## config.mk

```make
export PLATFORM = sky130hd
export DESIGN_NAME = mul_operand_loader
export DESIGN_NICKNAME = d
export VERILOG_FILES = /design/src/rtl/mul_operand_loader.sv
export SDC_FILE = /design/constraint.sdc
export NUM_CORES = 1
export LEC_CHECK = 0
export BUFFER_PORTS_ARGS = -buffer_cell sky130_fd_sc_hd__buf_4
export CELL_PAD_IN_SITES_DETAIL_PLACEMENT = 1
export CELL_PAD_IN_SITES_GLOBAL_PLACEMENT = 1
export CORE_ASPECT_RATIO = 0.9
export CORE_UTILIZATION = 33
export DETAILED_ROUTE_END_ITERATION = 6
export GPL_TIMING_DRIVEN = 0
export PLACE_DENSITY_LB_ADDON = 0.15
export SETUP_SLACK_MARGIN = 0.02
export SYNTH_ARGS = -nofsm -noshare
export SYNTH_HDL_FRONTEND = slang
export SYNTH_SLANG_ARGS = --single-unit
```

## constraint.sdc

```tcl
create_clock -name clk_i -period 2.3 [get_ports clk_i]
set_input_delay 0 -clock clk_i [delete_from_list [all_inputs] [get_ports clk_i]]
set_output_delay 0 -clock clk_i [all_outputs]
set_load 0.05 [all_outputs]
```

## src/rtl/mul_operand_loader.sv

```systemverilog
// Byte-serial operand loader: assembles operands A and B (little-endian) from a byte stream,
// holds them on the multiplier request port, and turns abort into a flush pulse. Optional idle timeout: MUL_LOADER_TIMEOUT_EN.
module mul_operand_loader #(
    parameter int WIDTH          = 32,
    parameter int TIMEOUT_CYCLES = 1024,
    localparam int NB            = 2 * WIDTH / 8,
    localparam int CW            = $clog2(NB + 1)
) (
    input  logic             clk_i,
    input  logic             rst_i,
    input  logic [7:0]       byte_i,
    input  logic             byte_valid_i,
    output logic             byte_ready_o,
    input  logic             abort_i,
    output logic [CW-1:0]    count_o,
    output logic [WIDTH-1:0] a_o,
    output logic [WIDTH-1:0] b_o,
    output logic             req_o,
    input  logic             ready_i,
    output logic             flush_o,
    output logic             timeout_o,
    output logic             state_dbg_o
);

    if ((WIDTH % 8) != 0 || TIMEOUT_CYCLES < 1) begin : g_param_check
        $error("mul_operand_loader: WIDTH must be a multiple of 8 and TIMEOUT_CYCLES >= 1");
    end

    typedef enum logic {
        LOAD  = 1'b0,
        ISSUE = 1'b1
    } state_t;

    // Handshake: in ISSUE req_o stays high with a_o/b_o stable until the edge where ready_i=1;
    // in LOAD byte_ready_o is high and each edge with byte_valid_i=1 captures one byte.
    state_t             state, state_n;
    logic [CW-1:0]      count, count_n;
    logic [2*WIDTH-1:0] data, data_n;
    logic               flush, flush_n;

`ifdef MUL_LOADER_TIMEOUT_EN
    localparam int IW = $clog2(TIMEOUT_CYCLES + 1);
    logic [IW-1:0] idle, idle_n;
    logic          timeout, timeout_n;
`endif

    always_ff @(posedge clk_i or posedge rst_i) begin
        if (rst_i) begin
            state <= LOAD;
            count <= '0;
            data  <= '0;
            flush <= 1'b0;
`ifdef MUL_LOADER_TIMEOUT_EN
            idle    <= '0;
            timeout <= 1'b0;
`endif
        end else begin
            state <= state_n;
            count <= count_n;
            data  <= data_n;
            flush <= flush_n;
`ifdef MUL_LOADER_TIMEOUT_EN
            idle    <= idle_n;
            timeout <= timeout_n;
`endif
        end
    end

    always_comb begin
        state_n = state;
        count_n = count;
        data_n  = data;
        flush_n = 1'b0;
`ifdef MUL_LOADER_TIMEOUT_EN
        idle_n    = idle;
        timeout_n = 1'b0;
`endif
        // Abort wins over both byte capture and the ready handshake.
        if (abort_i) begin
            state_n = LOAD;
            count_n = '0;
            flush_n = 1'b1;
`ifdef MUL_LOADER_TIMEOUT_EN
            idle_n = '0;
`endif
        end else begin
            unique case (state)
                LOAD: begin
                    if (byte_valid_i) begin
                        for (int i = 0; i < NB; i++) begin
                            if (count == CW'(i)) data_n[i*8 +: 8] = byte_i;
                        end
`ifdef MUL_LOADER_TIMEOUT_EN
                        idle_n = '0;
`endif
                        if (count == CW'(NB - 1)) begin
                            count_n = '0;
                            state_n = ISSUE;
                        end else begin
                            count_n = count + CW'(1);
                        end
                    end
`ifdef MUL_LOADER_TIMEOUT_EN
                    else if (count != '0) begin
                        if (idle == IW'(TIMEOUT_CYCLES - 1)) begin
                            count_n   = '0;
                            idle_n    = '0;
                            timeout_n = 1'b1;
                        end else begin
                            idle_n = idle + IW'(1);
                        end
                    end
`endif
                end
                ISSUE: begin
                    if (ready_i) state_n = LOAD;
                end
                default: state_n = LOAD;
            endcase
        end
    end

    assign byte_ready_o = (state == LOAD);
    assign req_o        = (state == ISSUE);
    assign state_dbg_o  = state;
    assign count_o      = count;
    assign a_o          = data[WIDTH-1:0];
    assign b_o          = data[2*WIDTH-1:WIDTH];
    assign flush_o      = flush;
`ifdef MUL_LOADER_TIMEOUT_EN
    assign timeout_o    = timeout;
`else
    assign timeout_o    = 1'b0;
`endif

endmodule

```

After elaboration in Yosys (flattened, before gate mapping) --
Index checks and enable logic that the tools add are counted.
Storage, ports and cells: flip-flop bits (word level) 70, output and inout bits 73, word-level logic and storage cells 43
Cells by class: add/sub/neg operators 1, eq/ne operators 8, multiplexer cells 10, bitwise gates (word level) 2, reductions and logical operators 11
Operators with widths (number):
- $reduce_and 4->1 | 8
- $eq 4x3->1 const B | 4
- $mux 4 | 4
- $eq 4x2->1 const B | 2
- $mux 1 | 5
- $add 4x1->4 const B | 1
- $eq 4x1->1 const B | 1
- $logic_not 4->1 | 1
- $ne 2x2->1 const B | 1
- $not 1->1 | 2
- $pmux 1 s2 | 1
- $reduce_and 2->1 | 1
- $reduce_bool 2->1 | 1

Longest topological paths before layout --
depth in word-level cells 5, gate-level depth with buffers 5, mapped depth without buffers 4

Worst setup path after synthesis --
Ideal clock, no wire load.
kind flip-flop to flip-flop, start register state (netlist: req_o), end register data[56], setup time 125 ps, data arrival time 1697 ps, required time 2175 ps, path slack 478 ps, stages on the path, launching flop included 5, path buffers 1, cells stage by stage dfrtp_1 nor4b_4 and3_1 buf_6 mux2_2
On the way: cells in the longest elaborated chain, start to end 2
Ends and longest elaborated chain:
- from (decl) | line 36 | state_t state, state_n;
- from (signal assigned) | line 58 | state <= state_n;
- $not 1->1 (no line)
- $reduce_and 4->1 (no line)
- to (signal assigned) | line 60 | data <= data_n;
- to (decl) | line 38 | logic [2*WIDTH-1:0] data, data_n;
No other way between the ends. A chain may end at the register's enable or synchronous reset.

Final worst setup path --
start register state (netlist: req_o), end register data[60]
The elaborated chain is that of the path after synthesis.

==> flow_summary.yaml <==
pwr:
  leakage_uw: 0.00205
  ir_drop_mv: 0.485
  p_per_area_mw_per_mm2: 970
  finalPower_uw: 3890
floorplanning:
  num_rows: 31
  core_area_mm2: 0.00818
  die_x_um: 99.6
  dieHeight_um: 89.8
  start_util_pct: 34.6
  die-area_mm2: 0.00894
  io_pins: 86
critical_path:
  slowest_stage: "dfrtp_1"
  crit_fanout: 9
  critPathBufInv: 1
  crit_arrival_ns: 2.00
  critPathLaunchType: "flop"
  worst-setup-path-type: "reg -> reg"
  cp.required_ns: 2.52
  cp_top_family: "simple AND/OR/NAND/NOR gates"
  critPathMaxStageDelay_ns: 0.51
  rrSetupSlack_ns: 0.52
  endpoint_kind: "flop"
  worstPathCellList: "nor4b_4 -> and3_1 -> buf_6 -> mux2_2"
logic_synthesis:
  synth_seq_cells: 70
  synthCells: 177
  ys_types: 27
  synth_adder_area_share_pct: 1.77
  synth-simple-area-share_pct: 6.55
  syn_area_mm2: 0.00283
  synth_compound_area_share_pct: 0.752
  synth_nets: 194
  yosysWarnings: 0
  syn-mean-instance-area_um2: 16.0
  synthMuxAreaShare_pct: 26.2
  ys_seq_area_share_pct: 61.9
  synth-xor-area-share_pct: 0.310
  synth_top_family_by_area: "multiplexers"
detailed_routing:
  drc: 0
  routedWlPerCell_um: 16.8
  viasPerCell: 4.56
  first_iter_violations: 39
  drtAntennaViolNets: 0
  vias: 1844
  firstDrtPassIters: 3
  drt-total-wl_mm: 6.80
grt:
  grt_pass1_vias: 1965
  grt_pass1_wl_mm: 11.1
  grt.total_usage_pct: 16.6
  antenna_found_initial: 0
  grt_max_degree: 49
  grt-ovfl-total: 0
final_layout:
  layout-drive-gt1-share_pct: 62.6
  final_nets: 301
  final_common_cell: "buf_4"
  fin_area_mm2: 0.00400
  area_growth_pct: 41.6
  final_cell_mix: "buf_4 (87), dfrtp_1 (70), mux2_2 (63)"
  num_antenna_cells: 0
clock_network:
  cts_max_path_buffers: 2
  cts_hold_buf: 11
  cts_root_buffer: "clkbuf_8"
  insertion_delay_ns: 0.34
  cts_sinks: 70
  cts_tree: "done"
  cts_resized: 0
  clkTransAtPathRegs_ns: 0.08
  htree_levels: 3
  cts_setup_buffers: 0
  numCtsBuffers: 9
placed_design:
  place_hpwl_mm: 4.61
  place_congestion: 0.768
  place_area_mm2: 0.00363
  port_buffers: 84
timing:
  fin_skew_ns: 0.00529
  fmax_ghz: 0.562
  post-route-period-util_pct: 77.3
  drv_slew: 0
  setup_viol: 0
  rsz0062_at_grt: "false"
  final_hold_viol_count: 0
  fin_crit_ns: 1.78
hold_path:
  min_path_type: "in -> reg"
status:
  status: "completed"
run:
  cap_violations: 0
## cell type report
type,instances,area [um2]
timing repair buffer,96,768
tap,115,144
fill,866,4180
multi-input combinational,97,1010
clock buffer,10,128
inverter,4,17.5
clock inverter,6,134
buffer,6,50.0
sequential,70,1750
## flip-flops by register name, indices dropped and copies added, names as in the netlist
name and flops:
count_o 4, flush_o 1, data 64, req_o 1
## layer usage
layer	vias up	wire, um	GRT usage, %
met4	0	66	4.41
met2	61	3280	26.4
li1	843	-	-
met3	9	380	5.83
met5	-	0	0
met1	931	3070	21.6
## final timing paths
path / to / startpoint / cells past startpoint
min in group asynchronous: data[2]$_DFFE_PP0P_ / rst_i / 3
min reg2reg: data[14]$_DFFE_PP0P_ / data[14]$_DFFE_PP0P_ / 1
min: count_o[2]$_DFFE_PP0P_ / byte_valid_i / 4
max in group asynchronous: data[29]$_DFFE_PP0P_ / rst_i / 4
max: data[60]$_DFFE_PP0P_ / req_o$_DFF_PP0_ / 4
max reg2reg: data[60]$_DFFE_PP0P_ / req_o$_DFF_PP0_ / 4
## per-stage QoR
step	util, %	hold WS (ns)	instances	TNS (ns)	setup slack, ns
finish	48.9	0.0547	404	0	0.522
CTS	48.9	0.0460	404	0	0.512
detailed placement	44.4	-0.00508	377	0	0.519
global placement	44.0	0.120	376	-31.46	-0.455
floorplan	-	0.0314	177	0	0.478
global route	48.9	0.0698	404	0	0.464
## logic make-up after synthesis
kind of cell | count (synthesis)
flip-flops | 70
multiplexers | 66
AND/OR/NAND/NOR | 22
buffers and inverters | 10
adder cells (fa/ha/maj) | 4
AO/OA/AOI/OAI | 3
other | 1
XOR/XNOR | 1
## worst min-delay path, delay by kind of cell
kind	cells	cell delay, ns
simple gates	2	0.16
buf+inv	1	0.12
xor+xnor	1	0.06
## cells in the mapped netlist
cell	number	area share (%)
nand3b_2	2	0.80
mux2_2	63	25
o211ai_1	1	0.27
xor2_1	1	0.31
nand4_1	1	0.22
inv_1	4	0.53
nand3b_1	1	0.27
a21oi_1	1	0.18
nor3b_4	1	0.66
and3_1	2	0.44
and2b_2	2	0.62
mux2_1	2	0.80
buf_6	2	0.80
conb_1	1	0.13
buf_2	1	0.18
nand2b_1	1	0.22
mux2i_1	1	0.35
a21o_2	1	0.31
dfrtp_1	70	62
ha_1	4	1.8
nand2_1	1	0.13
nor4b_4	1	0.84
nor2b_1	1	0.22
buf_4	3	0.80
nand3_2	4	1.4
nor2_1	4	0.53
nor3_1	1	0.18
## where the power goes
group | switching, uW | internal (uW)
sequential | 88.1 | 1390
combinational | 756 | 360
clock | 461 | 831
total | 1310 | 2580
Power figures use the tool's default switching activity.
